`src/rtl/port_io_agent.sv`:
```
// Four-port CPU I/O agent: strobed output writes go into a capture FIFO toward tx_*,
// and rx_* loads per-port input holding registers. Optional drop counter: PORT_AGENT_DROPCNT_EN.
module port_io_agent #(
    parameter int unsigned FIFO_DEPTH = 4
) (
    input  logic       clk,
    input  logic       rst,
    input  logic [7:0] out_port1,
    input  logic [7:0] out_port2,
    input  logic [7:0] out_port3,
    input  logic [7:0] out_port4,
    input  logic [3:0] out_strobe,
    output logic [7:0] in_port1,
    output logic [7:0] in_port2,
    output logic [7:0] in_port3,
    output logic [7:0] in_port4,
    input  logic [3:0] in_strobe,
    output logic [7:0] tx_data,
    output logic [1:0] tx_port,
    output logic       tx_valid,
    input  logic       tx_ready,
    input  logic [7:0] rx_data,
    input  logic [1:0] rx_port,
    input  logic       rx_valid,
    output logic       rx_ready,
    output logic [3:0] in_full,
    output logic       ovf
`ifdef PORT_AGENT_DROPCNT_EN
    ,
    output logic [7:0] drop_cnt
`endif
);

    localparam int unsigned AW = (FIFO_DEPTH > 1) ? $clog2(FIFO_DEPTH) : 1;
    localparam logic [AW:0] FullDiff = {1'b1, {AW{1'b0}}};

    // Entry layout: {port index, data}
    logic [9:0]  mem_q [FIFO_DEPTH];
    logic [9:0]  mem_d [FIFO_DEPTH];
    logic [AW:0] wr_ptr_q, wr_ptr_d, rd_ptr_q, rd_ptr_d;
    logic        ovf_q, ovf_d;
    logic [7:0]  hold_q [4];
    logic [7:0]  hold_d [4];
    logic [3:0]  full_q, full_d;

    logic       fifo_full, pop, push_req, push_ok, drop_any;
    logic [1:0] sel_idx;
    logic [7:0] sel_data;
    logic [2:0] n_set;
    logic [9:0] head;
    logic       rx_load;

    assign head      = mem_q[rd_ptr_q[AW-1:0]];
    assign tx_valid  = (wr_ptr_q != rd_ptr_q);
    assign tx_data   = tx_valid ? head[7:0] : 8'h00;
    assign tx_port   = tx_valid ? head[9:8] : 2'd0;
    assign fifo_full = ((wr_ptr_q ^ rd_ptr_q) == FullDiff);
    assign pop       = tx_valid && tx_ready;
    assign push_req  = |out_strobe;
    assign push_ok   = push_req && (!fifo_full || pop);

    always_comb begin
        sel_idx = 2'd0;
        n_set   = 3'd0;
        for (int i = 3; i >= 0; i--) begin
            if (out_strobe[i]) sel_idx = 2'(i);
        end
        for (int i = 0; i < 4; i++) begin
            n_set = n_set + {2'b00, out_strobe[i]};
        end
        unique case (sel_idx)
            2'd0:    sel_data = out_port1;
            2'd1:    sel_data = out_port2;
            2'd2:    sel_data = out_port3;
            default: sel_data = out_port4;
        endcase
    end

    // Extra strobe bits are lost even when the lowest one is accepted
    assign drop_any = (push_req && !push_ok) || (n_set > 3'd1);

    always_comb begin
        for (int i = 0; i < FIFO_DEPTH; i++) mem_d[i] = mem_q[i];
        wr_ptr_d = wr_ptr_q;
        rd_ptr_d = rd_ptr_q;
        ovf_d    = ovf_q || drop_any;
        if (push_ok) begin
            mem_d[wr_ptr_q[AW-1:0]] = {sel_idx, sel_data};
            wr_ptr_d = wr_ptr_q + 1'b1;
        end
        if (pop) rd_ptr_d = rd_ptr_q + 1'b1;
    end

    assign rx_ready = ~full_q[rx_port];
    assign rx_load  = rx_valid && rx_ready;

    always_comb begin
        for (int i = 0; i < 4; i++) begin
            hold_d[i] = hold_q[i];
            full_d[i] = full_q[i];
            // A same-cycle load outranks the read strobe on the same port
            if (rx_load && (rx_port == 2'(i))) begin
                hold_d[i] = rx_data;
                full_d[i] = 1'b1;
            end else if (in_strobe[i] && full_q[i]) begin
                full_d[i] = 1'b0;
            end
        end
    end

    always_ff @(posedge clk or negedge rst) begin
        if (!rst) begin
            for (int i = 0; i < FIFO_DEPTH; i++) mem_q[i] <= '0;
            for (int i = 0; i < 4; i++) hold_q[i] <= '0;
            wr_ptr_q <= '0;
            rd_ptr_q <= '0;
            ovf_q    <= 1'b0;
            full_q   <= '0;
        end else begin
            for (int i = 0; i < FIFO_DEPTH; i++) mem_q[i] <= mem_d[i];
            for (int i = 0; i < 4; i++) hold_q[i] <= hold_d[i];
            wr_ptr_q <= wr_ptr_d;
            rd_ptr_q <= rd_ptr_d;
            ovf_q    <= ovf_d;
            full_q   <= full_d;
        end
    end

    assign in_port1 = hold_q[0];
    assign in_port2 = hold_q[1];
    assign in_port3 = hold_q[2];
    assign in_port4 = hold_q[3];
    assign in_full  = full_q;
    assign ovf      = ovf_q;

`ifdef PORT_AGENT_DROPCNT_EN
    logic [7:0] drop_cnt_q, drop_cnt_d;
    logic [2:0] n_drop;
    logic [8:0] cnt_sum;

    always_comb begin
        n_drop     = push_ok ? (n_set - 3'd1) : n_set;
        cnt_sum    = {1'b0, drop_cnt_q} + {6'd0, n_drop};
        drop_cnt_d = cnt_sum[8] ? 8'hFF : cnt_sum[7:0];
    end

    always_ff @(posedge clk or negedge rst) begin
        if (!rst) drop_cnt_q <= 8'h00;
        else      drop_cnt_q <= drop_cnt_d;
    end

    assign drop_cnt = drop_cnt_q;
`endif

endmodule
```
`config.mk`:
```
export PLATFORM = sky130hd
export DESIGN_NAME = port_io_agent
export DESIGN_NICKNAME = d
export VERILOG_FILES = /design/src/rtl/port_io_agent.sv
export SDC_FILE = /design/constraint.sdc
export NUM_CORES = 1
export LEC_CHECK = 0
export CORE_MARGIN = 3
export CORE_UTILIZATION = 51
export CTS_BUF_LIST = sky130_fd_sc_hd__clkbuf_4 sky130_fd_sc_hd__clkbuf_8
export CTS_CLUSTER_SIZE = 10
export DETAILED_ROUTE_END_ITERATION = 16
export PLACE_DENSITY = 0.87
export SYNTH_ARGS = -nofsm -noshare
export SYNTH_HDL_FRONTEND = slang
export SYNTH_SLANG_ARGS = --single-unit
```
`constraint.sdc`:
```
create_clock -name clk -period 2 [get_ports clk]
set_input_delay 0.4 -clock clk [delete_from_list [all_inputs] [get_ports clk]]
set_output_delay 0.4 -clock clk [all_outputs]
set_load 0.1 [all_outputs]
```
After elaboration in Yosys (flattened, before gate mapping)
Index checks and enable logic that the tools add are counted.
Operators by class
  $add $sub $neg: 5
  bitwise gates (word level): 4
  reduce and logical (&&, ||, !) cells: 25
  equality and inequality tests: 7
  magnitude comparators: 5
  muxes and demuxes: 23
Operators by type and width (number)
  bitwise mux 40 bit: 1
  two-way mux 10 bit: 3
  one-hot mux 8 bit (3 select lines): 1
  binary-select mux 10 bit (select 2 bit): 1
  demux 10 bit (select 2 bit): 1
  logical AND 1 bit: 13
  two-way mux 2 bit: 5
  two-way mux 1 bit: 9
  two-way mux 8 bit: 1
  nonzero test 2 bit: 4
  adder 3 x 1 -> 3 bit (second input constant): 2
  == test 2 bit (second input constant): 3
  greater-or-equal comparator 3 bit (second input constant): 2
  NOT 2 -> 3 bit: 2
  == test 2 x 1 -> 1 bit (second input constant): 2
  zero test 2 bit: 2
  OR reduction 4 bit: 1
  adder 2 x 1 -> 3 bit: 1
  adder 3 x 1 -> 3 bit: 1
  == test 3 bit (second input constant): 1
  > comparator 3 x 1 -> 1 bit (second input constant): 1
  logical OR 1 bit: 3
  < comparator 2 x 3 -> 1 bit (second input constant): 1
  < comparator 3 x 1 -> 1 bit (second input constant): 1
  other kinds (6): 7
Storage, ports and cells
  output and inout bits: 49
  input port bits: 54
  word-level logic and storage cells: 84
  flip-flop bits (word level): 83

Depth between registers and ports, before layout
Gate-level depths: netlist (run 1).
  depth after elaboration: 9
  gate-level depth with buffers: 8
  gate-level depth less buffers: 6

Worst setup path after synthesis (run 1)
No wires, ideal clock.
  path type: flip-flop to output port
  start point: register rd_ptr_q[2]
  end point: output port tx_data[0]
  required time: 1.600 ns
  stages on the path, launching flop included: 5
  arrival: 2.635 ns
  setup slack: -1.035 ns
  path buffers: 1
  cells stage by stage: dfrtp_1 -> xor2_1 -> nand3b_1 -> clkbuf_1 -> and2_1
On the way
  longest elaborated chain between the ends: 2
Ends and longest elaborated chain
  start: declaration: line 40  | logic [AW:0] wr_ptr_q, wr_ptr_d, rd_ptr_q, rd_ptr_d;
  start signal: assignment: line 123  | rd_ptr_q <= rd_ptr_d;
  inequality test 3 bit: line 54  | assign tx_valid = (wr_ptr_q != rd_ptr_q);
  via tx_valid: line 20  | output logic tx_valid,
  two-way mux 8 bit: line 55  | assign tx_data = tx_valid ? head[7:0] : 8'h00;
  end: declaration: line 18  | output logic [7:0] tx_data,
The timed path passes the listed nets, and every way through them passes these cells.

Worst setup path after layout (run 1)
  start point: register rd_ptr_q[0]
  end point: output port tx_port[0]
On the way
  longest elaborated chain between the ends: 5
  elaborated cells between the ends (all ways): 6
  those cells by class: eq/ne: 1; mux: 4; bitwise: 1
Ends and longest elaborated chain
  NOT 2 -> 3 bit (not written as such): line 53  | assign head = mem_q[rd_ptr_q[AW-1:0]];
  binary-select mux 10 bit (select 2 bit): line 53
  two-way mux 10 bit (not written as such) (2 in series): line 53
  two-way mux 2 bit (*): line 56  | assign tx_port = tx_valid ? head[9:8] : 2'd0;
  end: declaration: line 19  | output logic [1:0] tx_port,
Mark *: on every way between the ends. The rest lies on a longest branch, timed or not. The select of a mux whose other input is x is not followed.

==> flow_summary.json, run 1 <==
{
  "status": "finished, violations left",
  "violations": "negative setup slack",
  "endpoint_kind": "output pin",
  "rows": 32,
  "synth_simple_gate_area_share": 0.0986,
  "r2r_setup_slack_ns": 0.31,
  "path_buf_inv": 2,
  "hold_viol": 0,
  "clkLatencyLatePin_ns": 0.35,
  "netlist_instances": 323,
  "synth_compound_area_frac": 0.151,
  "globalRouteOverflowTotal": 0,
  "vias_per_cell": 5.66,
  "skew_ns": 0.00740,
  "cts_buffer_depth": 2,
  "path_delay_family": "multiplexers",
  "arrival_ns": 1.80,
  "synth-xor-area-share": 0.0150,
  "rr_startpoint": "wr_ptr_q[1]",
  "grt_use_total": 0.239,
  "cts_tree": "done",
  "holdWs_ns": 0.0356,
  "synth_seq_cells": 83,
  "slew_headroom": 0.635,
  "die_y_microns": 95.6,
  "clkTransAtPathRegs_ns": 0.08,
  "required_ns": 1.60,
  "antenna_left": 0,
  "syn2layout_area_growth_pct": 45.0,
  "layout-drive-gt1-share": 0.426,
  "cts_sinks": 83,
  "avgSynthCellArea_sq_um": 12.7,
  "finalCriticalPeriod_ns": 2.20,
  "final_util": 0.765,
  "cp-start-kind": "flop",
  "r2r_cells": 5,
  "antenna_found_initial": 0,
  "routabilityCongestion": 0.858,
  "grt_pass1_wl_microns": 16500,
  "cap_violations": 0,
  "cp_max_fo": 4,
  "finalNetCount": 530,
  "met2_usage": 0.404,
  "fp.dieArea_sq_um": 9150,
  "setup_viol": 10,
  "start_util": 0.528,
  "use_met3": 0.0560,
  "diodes": 0,
  "drc": 0,
  "setup_ws_ns": -0.196,
  "dr.pass1.iters": 4,
  "grt_max_degree": 42,
  "grt_pass1_vias": 3390,
  "rsz0062_at_grt": "true",
  "portBuffers": 102,
  "drtIter0Drc": 179,
  "synth_top_family_by_area": "multiplexers",
  "drt_wl_total_microns": 10400,
  "finalMaxSlewViolations": 0,
  "grtUsageMet1": 0.297,
  "hp-class": "input port to async pin",
  "cts_buffers": 9,
  "path_common_cell": "buf_12",
  "reg2reg_to": "mem_q[28]",
  "tightest_slew_ns": 0.547,
  "crit_path_top_delay_cell": "mux4_2",
  "crit_type": "flop to output pin",
  "synth_adder_area_share": 0.0232,
  "synth_warnings": 0,
  "critPathMaxStageDelay_ns": 0.53,
  "fmax_mhz": 455,
  "syn_nets": 384,
  "cts_root_buffer": "clkbuf_8",
  "coreArea_sq_um": 7770,
  "tns_ns": -1.69,
  "synth_mux_area_frac": 0.177,
  "wire_per_inst_microns": 18.1,
  "die_w_microns": 95.6,
  "path_cells": "buf_12 > mux4_2 > and2_4 > buf_12",
  "vias": 3262,
  "place_hpwl_microns": 7680,
  "h-tree-depth": 3,
  "synth.cell_area_sq_um": 4100,
  "ys_types": 38,
  "yosysSeqAreaShare": 0.507,
  "top_usage_layer": "met2",
  "fin_crit_sh": 1.10,
  "io_pins": 103
}
==> cell families after synthesis <==
group	Yosys count
AO/OA/AOI/OAI	88
flip-flops	83
AND/OR/NAND/NOR	59
multiplexers	53
buffers and inverters	26
XOR/XNOR	7
adder cells (fa/ha/maj)	7
==> worst max-delay path by stage <==
stage | slack, ns | cells past startpoint | from | to
after floorplan | 0.03 | 8 | out_strobe[0] | mem_q[8]
after global placement | -0.18 | 7 | out_strobe[0] | mem_q[29]
after detailed placement | -0.24 | 7 | out_strobe[1] | mem_q[28]
after CTS | -0.23 | 4 | rd_ptr_q[0] | tx_port[0]
after global routing | -0.24 | 4 | rd_ptr_q[0] | tx_data[7]
final | -0.20 | 4 | rd_ptr_q[0] | tx_port[0]
==> worst reg2reg max path, delay by kind of cell, from the launching register on <==
kind	cells	cell delay, ns
and+or+nand+nor	2	0.42
buffers and inverters	1	0.14
DFF	1	0.46
muxes	1	0.35
xor gates and xnor gates	1	0.21
==> synthesized netlist by cell type <==
cell       count  area (sq um)
nand3b_1       1          7.51
a2bb2oi_2      8           120
and4b_1        1          10.0
clkbuf_1       4          15.0
ha_1           6          75.1
nor2_1         9          33.8
inv_1         12          45.0
mux4_2        11           248
a21oi_1        9          45.0
buf_6          1          11.3
o31ai_1       32           240
nand4_1        1          6.26
a211oi_1       1          7.51
nand3_2        4          40.0
nor2b_1        8          50.1
nand2b_1       9          56.3
xnor2_1        6          52.6
nor4b_4        1          23.8
dfrtp_1       83          2080
mux2_2        39           439
nand3_1        1          5.00
mux2_1         2          22.5
xor2_1         1          8.76
mux2_4         1          15.0
o21ba_2        1          10.0
o2111ai_1      1          8.76
nand4b_2       1          15.0
and2_1        10          62.6
or3b_1         1          8.76
nor3_4         2          32.5
nor4_2         1          12.5
nor4bb_1       1          10.0
buf_2          7          35.0
nand2_1        8          30.0
a21o_1         3          22.5
fa_1           1          20.0
o21ai_0       33           165
clkbuf_2       2          10.0
==> flip-flops by register name (all words and copies together), names as in the netlist <==
name / count
in_full: 4
in_port1: 8
in_port2: 8
in_port3: 8
in_port4: 8
mem_q: 40
ovf: 1
rd_ptr_q: 3
wr_ptr_q: 3
==> final cells by class <==
type,instances,area [sq um]
Tap cell,102,128
Inverter,12,48.8
Multi-Input combinational cell,214,1960
Clock inverter,6,111
Sequential cell,83,2080
Clock buffer,10,138
Timing Repair Buffer,149,1480
Fill cell,456,1820
==> stage by stage <==
stage               instance area (sq um)  setup WS (ns)  std cells
finish                               5940         -0.196        576
global route                         5940         -0.241        576
CTS                                  5920         -0.227        573
detailed placement                   5630         -0.237        555
global placement                     5630         -0.180        555
floorplan                            4130         0.0347        323
==> repair_timing <==
| item | in CTS | in global routing |
|---|---|---|
| cloned | 0 | 0 |
| gates resized for setup | 7 | 0 |
| setup endpoints to repair | 12 | 12 |
| hold buffers | 0 | 0 |
| buffers inserted | 2 | 3 |
| pin swaps | 10 | 2 |
==> layout by cell type, fill, tap and decap left out, types with 2 or more instances in the layout <==
cell              n
clkbuf_8         10
a21oi_1           9
o31ai_1          32
dfrtp_2           5
buf_4            78
a2bb2oi_2         8
nand2b_1          9
nand2_1           8
nor3_4            2
ha_1              6
clkinvlp_4        2
mux2_1            2
dfrtp_1          78
inv_1            11
mux4_2           11
xnor2_2           2
and2_4           10
xnor2_1           4
nor2_1            9
nor2b_1           8
clkdlybuf4s50_1  51
a21o_1            3
bufinv_16         3
buf_12           18
mux2_2           39
o21ai_0          33
nand3_2           4
==> metal layers <==
| metal | vias up | share of wire | wire [microns] |
|---|---|---|---|
| met3 | 29 | 0.090 | 940 |
| met1 | 1588 | 0.39 | 4100 |
| li1 | 1484 | - | - |
| met4 | 0 | 0.026 | 275 |
| met5 | - | 0 | 0 |
| met2 | 161 | 0.49 | 5090 |
Power of run 1 is not shown: default switching activity piles up to over one toggle a cycle in this logic, so the estimate is an artifact.
==> run 2: changes to the inputs <==
- CORE_UTILIZATION: 51 -> 60
- DONT_BUFFER_PORTS: default -> 1
- GPL_TIMING_DRIVEN: default -> 0
- PLACE_DENSITY: 0.87 -> 0.8
==> flow_summary.json, run 2 (same netlist as run 1, synthesis figures left out) <==
{
  "rsz0062_at_grt": "true",
  "grt_pass1_vias": 2927,
  "vias_per_cell": 6.40,
  "cts_root_buffer": "clkbuf_8",
  "wire_per_inst_microns": 20.7,
  "finalNetCount": 407,
  "finalMaxSlewViolations": 0,
  "die_y_microns": 88.6,
  "routabilityCongestion": 0.841,
  "place_hpwl_microns": 6130,
  "placed_area_sq_um": 4230,
  "cts_tree": "done",
  "clkLatencyLatePin_ns": 0.34,
  "seq_area_sq_um": 2090,
  "most-common-layout-cells": "dfrtp_1 (75), mux2_2 (39), o21ai_0 (33)",
  "endpoint_kind": "output pin",
  "tightest_slew_ns": 0.920,
  "die_w_microns": 88.6,
  "setup_ws_ns": -0.261,
  "cts_sinks": 83,
  "vias": 2739,
  "final_common_cell": "dfrtp_1",
  "required_ns": 1.60,
  "cts_buffer_depth": 2,
  "cap_violations": 0,
  "violations": "negative hold slack, negative setup slack",
  "io_pins": 103,
  "syn2layout_area_growth_pct": 12.6,
  "drc": 0,
  "grt_use_total": 0.242,
  "fp.dieArea_sq_um": 7860,
  "layout-drive-gt1-share": 0.376,
  "final_area_sq_um": 4620,
  "multi_input_area_sq_um": 1960,
  "portBuffers": 0,
  "hp-class": "input port to async pin",
  "dp_cells": 400,
  "regMostFlops": "mem_q",
  "cp-start-kind": "flop",
  "grt_pass1_wl_microns": 14300,
  "fin_cells": 428,
  "coreArea_sq_um": 6490,
  "grt_max_degree": 84,
  "clkTransAtPathRegs_ns": 0.08,
  "start_util": 0.631,
  "fillCellCount": 434,
  "antenna_left": 0,
  "drtIter0Drc": 129,
  "antenna_found_initial": 0,
  "holdWs_ns": -0.260,
  "finalCriticalPeriod_ns": 2.26,
  "cp_max_fo": 4,
  "diodes": 0,
  "slew_headroom": 0.387,
  "status": "finished, violations left",
  "cts_buffers": 9,
  "rows": 29,
  "fin_crit_sh": 1.13,
  "globalRouteOverflowTotal": 0,
  "fmax_mhz": 442,
  "arrival_ns": 1.86,
  "crit_type": "flop to output pin",
  "setup_viol": 11,
  "h-tree-depth": 3,
  "hold_viol": 83,
  "dr.pass1.iters": 5,
  "largest_reg_flops": 40,
  "drt_wl_total_microns": 8870,
  "skew_ns": 0.0104
}
## run 2: changes by cell type in the layout (fill, tap and decap cells not counted), moves of 2 or more
cell,change
clkdlybuf4s50_1,-51
bufinv_16,-2
clkinvlp_4,+2
buf_12,-17
buf_2,+6
clkbuf_2,+3
dfrtp_4,+3
dfrtp_1,-3
buf_4,-67
clkbuf_4,+2
## run 2: cell type report
| cell class | instances | share of cell area |
|---|---|---|
| Sequential cell | 83 | 0.454 |
| Tap cell | 77 | 0.0209 |
| Clock inverter | 5 | 0.0133 |
| Multi-Input combinational cell | 214 | 0.425 |
| Timing Repair Buffer | 12 | 0.0203 |
| Clock buffer | 11 | 0.0314 |
| Buffer | 14 | 0.0244 |
| Inverter | 12 | 0.0106 |
## run 2: final timing paths
check / start / endpoint / slack, ns / cells after the start
worst max-delay path: in_full[2] / rx_ready / -0.26 / 2
worst min-delay path: rst / in_port3[4] / -0.26 / 0
worst max register to register: in_full[0] / in_port1[2] / 0.15 / 2
worst min register to register: mem_q[29] / mem_q[29] / 0.50 / 1
max in group asynchronous: rst / wr_ptr_q[1] / 2.14 / 0
min in group clk: in_strobe[3] / in_full[3] / 0.15 / 1
## run 2: worst max-delay path: stages (launching register included)
cell	delay, ns
dfrtp_4	0.63
mux4_2	0.53
clkinvlp_4	0.36
## run 2: repair_timing
action / 4_1_cts / 5_1_grt
setup endpoints to repair: 12 / 33
cloned: 1 / 0
setup buffers: 8 / 6
gates resized for setup: 19 / 6
pin swaps: 13 / 5
hold endpoints to repair: 83 / 83
## run 2: metrics by stage
stage / util / setup TNS (ns) / setup WS [ns]
after global placement: 0.651 / -5.49 / -0.207
after floorplan: - / 0 / 0.0347
after detailed placement: 0.651 / -8.49 / -0.259
after CTS: 0.704 / -1.80 / -0.281
after global routing: 0.711 / -2.69 / -0.324
final: 0.711 / -1.88 / -0.261
## run 2: per-layer routing
metal  track usage  wire length [microns]  up-vias
met5             0                      0        -
met4         0.102                    119        0
met3        0.0680                    937       11
met2         0.404                   4340      148
met1         0.294                   3470     1338
li1              -                      -     1242
Power of run 2 is left out for the same reason.
